**src/rtl/cvita_sched_pkg.sv**
```systemverilog
// rtl/cvita_sched_pkg.sv - shared types and helpers for the CVITA frame scheduler
package cvita_sched_pkg;

    typedef enum logic [1:0] {
        S_IDLE = 2'd0,
        S_PASS = 2'd1,
        S_PAD  = 2'd2,
        S_DROP = 2'd3
    } state_t;

    localparam int CVITA_LEN_MSB = 47;
    localparam int CVITA_LEN_LSB = 32;

    // Packet length in bytes -> number of 64-bit words, rounded up
    function automatic logic [16:0] cvita_words(input logic [15:0] len);
        logic [16:0] sum;
        sum = {1'b0, len} + 17'd7;
        return {3'b000, sum[16:3]};
    endfunction

endpackage

```
**src/rtl/rr_arbiter.sv**
```systemverilog
// rtl/rr_arbiter.sv - combinational round-robin pick starting at a pointer
module rr_arbiter #(
    parameter int NUM_INPUTS = 4,
    parameter int IDXW       = $clog2(NUM_INPUTS)
) (
    input  logic [NUM_INPUTS-1:0] req,
    input  logic [IDXW-1:0]       ptr,
    output logic [NUM_INPUTS-1:0] gnt,
    output logic [IDXW-1:0]       idx
);

    logic            found;
    logic [IDXW-1:0] cand;

    // Scan from ptr upward with wrap; first requester wins
    always_comb begin
        gnt   = '0;
        idx   = '0;
        found = 1'b0;
        cand  = '0;
        for (int i = 0; i < NUM_INPUTS; i++) begin
            cand = IDXW'((int'(ptr) + i) % NUM_INPUTS);
            if (!found && req[cand]) begin
                found     = 1'b1;
                gnt[cand] = 1'b1;
                idx       = cand;
            end
        end
    end

endmodule

```
**src/rtl/cvita_frame_scheduler.sv**
```systemverilog
// rtl/cvita_frame_scheduler.sv - packs whole CVITA packets from N sources into fixed-size padded frames
module cvita_frame_scheduler
    import cvita_sched_pkg::*;
#(
    parameter int          NUM_INPUTS    = 4,
    parameter int          FLUSH_TIMEOUT = 64,
    parameter logic [63:0] PAD_WORD      = 64'h0
) (
    input  logic                     clk,
    input  logic                     reset,
    input  logic                     clear,
    input  logic [15:0]              frame_size,
    input  logic [64*NUM_INPUTS-1:0] i_tdata,
    input  logic [NUM_INPUTS-1:0]    i_tlast,
    input  logic [NUM_INPUTS-1:0]    i_tvalid,
    output logic [NUM_INPUTS-1:0]    i_tready,
    output logic [63:0]              o_tdata,
    output logic                     o_tlast,
    output logic                     o_tvalid,
    input  logic                     o_tready,
    output logic                     error
);

    localparam int IDXW = $clog2(NUM_INPUTS);

    state_t          state_q, state_d;
    logic [IDXW-1:0] g_q, g_d, rr_q, rr_d, arb_idx;
    logic [16:0]     words_q, words_d, cnt_q, cnt_d, hdr_words;
    logic [15:0]     rem_q, rem_d, idle_q, idle_d, rem_eff;
    logic            open_q, open_d, discard_q, discard_d, pad_pass_q, pad_pass_d;
    logic            err_q, err_d, o_tvalid_q, o_tvalid_d, o_tlast_q, o_tlast_d;
    logic [63:0]     o_tdata_q, o_tdata_d;
    logic [NUM_INPUTS-1:0] arb_gnt;
    logic [63:0]     in_data [NUM_INPUTS];
    logic            out_free, xfer_in, arb_any, timeout;

    for (genvar n = 0; n < NUM_INPUTS; n++) begin : g_unpack
        assign in_data[n] = i_tdata[64*n +: 64];
    end

    rr_arbiter #(.NUM_INPUTS(NUM_INPUTS), .IDXW(IDXW)) u_arb (
        .req (i_tvalid),
        .ptr (rr_q),
        .gnt (arb_gnt),
        .idx (arb_idx)
    );

    assign arb_any   = |arb_gnt;
    assign out_free  = !o_tvalid_q || o_tready;
    assign xfer_in   = (state_q == S_PASS || state_q == S_DROP) && out_free && i_tvalid[g_q];
    assign rem_eff   = open_q ? rem_q : frame_size;
    assign hdr_words = cvita_words(in_data[arb_idx][CVITA_LEN_MSB:CVITA_LEN_LSB]);
    assign timeout   = open_q && (idle_q == 16'(FLUSH_TIMEOUT - 1));

    function automatic logic [IDXW-1:0] rr_next(input logic [IDXW-1:0] g);
        return (g == IDXW'(NUM_INPUTS - 1)) ? '0 : g + 1'b1;
    endfunction

    // State register
    always_ff @(posedge clk) begin
        if (reset || clear) state_q <= S_IDLE;
        else                state_q <= state_d;
    end

    // Next-state decision
    always_comb begin
        state_d = state_q;
        case (state_q)
            S_IDLE: begin
                if (arb_any) begin
                    if (hdr_words > {1'b0, frame_size})    state_d = S_DROP;
                    else if (hdr_words <= {1'b0, rem_eff}) state_d = S_PASS;
                    else                                   state_d = S_PAD;
                end else if (timeout) begin
                    state_d = S_PAD;
                end
            end
            S_PASS, S_DROP: if (xfer_in && i_tlast[g_q]) state_d = S_IDLE;
            S_PAD:          if (out_free && rem_q == 16'd1) state_d = pad_pass_q ? S_PASS : S_IDLE;
            default:        state_d = S_IDLE;
        endcase
    end

    // Only the granted source is ready, and only when the output register can take a word
    always_comb begin
        i_tready = '0;
        if ((state_q == S_PASS || state_q == S_DROP) && out_free) i_tready[g_q] = 1'b1;
    end

    // Frame bookkeeping and output register loading
    always_comb begin
        g_d        = g_q;
        rr_d       = rr_q;
        words_d    = words_q;
        cnt_d      = cnt_q;
        rem_d      = rem_q;
        idle_d     = idle_q;
        open_d     = open_q;
        discard_d  = discard_q;
        pad_pass_d = pad_pass_q;
        err_d      = err_q;
        o_tvalid_d = o_tvalid_q && !o_tready;
        o_tdata_d  = o_tdata_q;
        o_tlast_d  = o_tlast_q;
        case (state_q)
            S_IDLE: begin
                rem_d = rem_eff;
                if (arb_any) begin
                    g_d        = arb_idx;
                    words_d    = hdr_words;
                    cnt_d      = '0;
                    discard_d  = 1'b0;
                    idle_d     = '0;
                    pad_pass_d = 1'b1;
                end else if (timeout) begin
                    idle_d     = '0;
                    pad_pass_d = 1'b0;
                end else if (open_q) begin
                    idle_d = idle_q + 16'd1;
                end else begin
                    idle_d = '0;
                end
            end
            S_PASS: if (xfer_in) begin
                cnt_d = cnt_q + 17'd1;
                // A packet overrunning the frame is swallowed rather than split
                if (!discard_q) begin
                    o_tvalid_d = 1'b1;
                    o_tdata_d  = in_data[g_q];
                    o_tlast_d  = (rem_q == 16'd1);
                    open_d     = 1'b1;
                    if (rem_q == 16'd1) begin
                        rem_d  = frame_size;
                        open_d = 1'b0;
                        if (!i_tlast[g_q]) begin
                            discard_d = 1'b1;
                            err_d     = 1'b1;
                        end
                    end else begin
                        rem_d = rem_q - 16'd1;
                    end
                end
                if (i_tlast[g_q]) begin
                    rr_d = rr_next(g_q);
                    if (cnt_q + 17'd1 != words_q) err_d = 1'b1;
                end
            end
            S_PAD: if (out_free) begin
                o_tvalid_d = 1'b1;
                o_tdata_d  = PAD_WORD;
                o_tlast_d  = (rem_q == 16'd1);
                if (rem_q == 16'd1) begin
                    rem_d  = frame_size;
                    open_d = 1'b0;
                end else begin
                    rem_d = rem_q - 16'd1;
                end
            end
            S_DROP: if (xfer_in) begin
                err_d = 1'b1;
                if (i_tlast[g_q]) rr_d = rr_next(g_q);
            end
            default: ;
        endcase
    end

    // Datapath registers
    always_ff @(posedge clk) begin
        if (reset || clear) begin
            g_q        <= '0;
            rr_q       <= '0;
            words_q    <= '0;
            cnt_q      <= '0;
            rem_q      <= frame_size;
            idle_q     <= '0;
            open_q     <= 1'b0;
            discard_q  <= 1'b0;
            pad_pass_q <= 1'b0;
            err_q      <= 1'b0;
            o_tvalid_q <= 1'b0;
            o_tdata_q  <= '0;
            o_tlast_q  <= 1'b0;
        end else begin
            g_q        <= g_d;
            rr_q       <= rr_d;
            words_q    <= words_d;
            cnt_q      <= cnt_d;
            rem_q      <= rem_d;
            idle_q     <= idle_d;
            open_q     <= open_d;
            discard_q  <= discard_d;
            pad_pass_q <= pad_pass_d;
            err_q      <= err_d;
            o_tvalid_q <= o_tvalid_d;
            o_tdata_q  <= o_tdata_d;
            o_tlast_q  <= o_tlast_d;
        end
    end

    assign o_tdata  = o_tdata_q;
    assign o_tlast  = o_tlast_q;
    assign o_tvalid = o_tvalid_q;
    assign error    = err_q;

endmodule

```
**config.mk**
```make
export PLATFORM = sky130hd
export DESIGN_NAME = cvita_frame_scheduler
export DESIGN_NICKNAME = d
export VERILOG_FILES = /design/src/rtl/cvita_sched_pkg.sv /design/src/rtl/rr_arbiter.sv /design/src/rtl/cvita_frame_scheduler.sv
export SDC_FILE = /design/constraint.sdc
export NUM_CORES = 1
export LEC_CHECK = 0
export ABC_AREA = 1
export ABC_CLOCK_PERIOD_IN_PS = 6400
export CORE_MARGIN = 3
export CORE_UTILIZATION = 52
export CTS_BUF_LIST = sky130_fd_sc_hd__clkbuf_8
export CTS_CLUSTER_DIAMETER = 100
export DETAILED_ROUTE_END_ITERATION = 10
export GPL_TIMING_DRIVEN = 0
export MAX_ROUTING_LAYER = met4
export PLACE_DENSITY_LB_ADDON = 0.1
export SETUP_SLACK_MARGIN = 0.15
export SYNTH_ARGS = -nofsm -noshare
export SYNTH_HDL_FRONTEND = slang
export SYNTH_SLANG_ARGS = --single-unit
```
**constraint.sdc**
```tcl
create_clock -name clk -period 6.4 [get_ports clk]
set_input_delay 1.28 -clock clk [delete_from_list [all_inputs] [get_ports clk]]
set_output_delay 1.28 -clock clk [all_outputs]
set_load 0.01 [all_outputs]
```
==> results.py <==
metrics = {
    "setup_path": {
        "cpMostUsedCell": "nand2_1",
        "cpPeakStageDelay_ns": 0.56,
        "critPathLaunchType": "input pin",
        "worstPathMaxFanout": 8,
        "crit_path_top_delay_cell": "clkdlybuf4s50_1",
        "critPathArrivalTime_ns": 5.71,
        "endpoint_kind": "register",
        "cp_data_required_time_ns": 6.73,
        "criticalPathCategory": "in -> reg",
    },
    "logic_synthesis": {
        "synth.distinct_cells": 50,
        "syn_area_um2": 10900,
        "synth.avg_cell_area_um2": 6.11,
        "synthSimpleGateAreaFrac": 0.372,
        "synth_top_family_by_area": "simple AND/OR/NAND/NOR gates",
        "ys.flop_type": "dfxtp_1",
        "synthMuxAreaShare": 0,
        "synth_warnings": 0,
        "synth_edf_count": 16,
        "async_reset_ff_frac": 0,
        "ys_seq_elements": 139,
        "synthXorXnorAreaFrac": 0.0208,
        "synth_compound_area_frac": 0.187,
        "synth_fp_nets": 2113,
        "syn_inst": 1789,
        "yosysSeqAreaShare": 0.269,
        "synth_fa_ha_area_frac": 0.0458,
    },
    "global_route": {
        "met3_usage": 0.0981,
        "antenna_found_initial": 4,
        "met2_usage": 0.681,
        "busiest_layer": "met2",
        "grt_usage": 0.424,
        "grt_pass1_vias": 13582,
        "grt_max_degree": 17,
        "grt_pass1_wl_um": 72700,
        "overflow": 0,
        "grtUsageMet1": 0.486,
    },
    "detailed_routing": {
        "drt-initial-drc-count": 1542,
        "drtAntennaViolNets": 0,
        "avgViaCountPerCell": 5.87,
        "drt-pass1-iter-count": 7,
        "wl_um": 48500,
        "wl_per_cell_um": 19.8,
        "vias": 14382,
        "drcViolationCount": 0,
    },
    "finish": {
        "final_util": 0.744,
        "drive_gt1_frac": 0.0441,
        "final_common_cell": "nand2_1",
        "fillers": 1680,
        "synthToLayoutAreaGrowth_pct": 38.9,
        "final_cell_mix": "nand2_1, clkdlybuf4s50_1, nand3_1, o21ai_0, inv_1",
        "nets": 2486,
    },
    "die": {
        "rows": 52,
        "die_y_um": 151,
        "die_area_um2": 22800,
        "fp.coreArea_um2": 20400,
        "start_util": 0.535,
        "ioPinCount": 355,
        "die_width_um": 151,
    },
    "sta": {
        "rsz0062_at_grt": "false",
        "setup_tns_ns": 0,
        "hold_viol_final": 0,
        "layout_min_cycle_time_ns": 5.38,
        "fin_crit_sh": 0.840,
        "finClkSkew_ns": 0.0184,
        "max_freq_mhz": 186,
        "slew_headroom": 0.377,
        "slew_viol_final": 0,
        "setup_violations": 0,
        "worstMarginPinSlew_ns": 0.935,
    },
    "clock_network": {
        "root_buffer": "clkbuf_8",
        "cts_hold_buf": 0,
        "clkSlewWorstSetupHoldPaths_ns": 0.09,
        "cts_buffers": 17,
        "clockBufferDepth": 2,
        "cts_sinks": 139,
        "cts_tree": "done",
        "insertion_delay_ns": 0.47,
        "cts_max_level": 4,
        "postCtsSetupRepairBufs": 0,
        "cts.repair.resized": 0,
    },
    "pwr": {
        "power_mw": 3.09,
        "cellPowerDensity_nw_per_um2": 203,
        "power_leakage_nw": 6.35,
        "peakVddDrop_v": 0.000121,
    },
    "place": {
        "gp_congestion": 1.04,
        "dpl.hpwl_um": 39100,
        "io_buffers": 354,
    },
    "run": {
        "drv_cap": 0,
    },
    "min_path": {
        "hold_path.class": "reg -> reg",
    },
    "outcome": {
        "status": "completed",
    },
}
==> synthesized netlist by cell type (5+ instances only) <==
master	number	area, µm²
buf_6	6	67.6
nor3_1	17	85.1
xnor2_1	7	61.3
nor2_2	7	43.8
o22ai_1	5	31.3
or2_2	6	37.5
nand3b_1	11	82.6
nand2_2	14	87.6
xor2_1	19	166
nand4_1	35	219
a21oi_1	128	641
inv_1	168	631
dfxtp_1	123	2460
o21ai_0	179	896
nand3_1	213	1070
clkbuf_1	94	353
nand3_2	7	70.1
edfxtp_1	16	480
nand2_1	509	1910
ha_1	40	500
nor2_1	86	323
inv_2	7	26.3
o2111ai_1	8	70.1
clkinv_1	6	22.5
buf_1	5	18.8
a211oi_1	14	105
o211ai_1	9	67.6
a31oi_1	8	50.1
==> power breakdown <==
| part | internal (mW) | switching (mW) |
|---|---|---|
| clock | 0.281 | 0.415 |
| combinational | 0.521 | 0.859 |
| sequential | 0.956 | 0.0588 |
==> cell type report <==
| cell class | count | area [µm²] | area share |
|---|---|---|---|
| clock inverters | 15 | 129 | 0.00848 |
| multi-input cells | 1358 | 6840 | 0.450 |
| well taps | 270 | 338 | 0.0222 |
| diodes | 4 | 10.0 | 0.000659 |
| inverters | 182 | 691 | 0.0454 |
| plain buffers | 110 | 469 | 0.0309 |
| clock buffers | 17 | 234 | 0.0154 |
| flip-flops and latches | 139 | 2940 | 0.194 |
| repair buffers | 354 | 3540 | 0.233 |
==> routing by layer <==
metal  vias up  part of all wire
li1       6708                 -
met1      6477              0.36
met2       977              0.47
met3       220              0.11
met4         0             0.065
met5         -                 0
==> worst paths after layout <==
kind,startpoint,slack (ns),cells after the start,end
worst max-delay path,i_tvalid[3],1.02,34,state_q[1]
worst min-delay path,o_tdata[28],0.47,2,o_tdata[28]
worst max register to register,rr_q[1],1.32,32,state_q[1]
worst min register to register,o_tdata[28],0.47,2,o_tdata[28]
==> worst max-delay path, delay by kind of cell <==
kind / cells / cell delay (ns)
simple gates: 24 / 2.95
fa+ha+maj: 1 / 0.27
compound gates: 2 / 0.22
buf+inv: 7 / 0.95
==> logic make-up (layout without fill, tap and decap cells) <==
kind of cell	count (synthesis)	count (layout)
xor+xnor	26	26
simple gates	920	920
compound gates	372	372
other cells	0	4
fa+ha+maj	40	40
flops	139	139
buf+inv	292	678
==> sequential cells by signal (all words and copies together) (netlist names), 2 cells and up <==
name	flops
cnt_q	17
g_q	2
idle_q	16
o_tdata	64
rem_q	16
rr_q	2
state_q	2
words_q	14
==> stage by stage <==
stage	hold WS, ns	instances	area, µm²	worst slack, ns
after global routing	0.490	2449	15200	0.617
after floorplan	0.440	1789	10900	1.83
after CTS	0.468	2445	15200	1.12
after detailed placement	0.455	2413	14800	0.616
after global placement	0.450	2413	14800	0.692
final	0.470	2449	15200	1.02
Power figures use the tool's default switching activity.
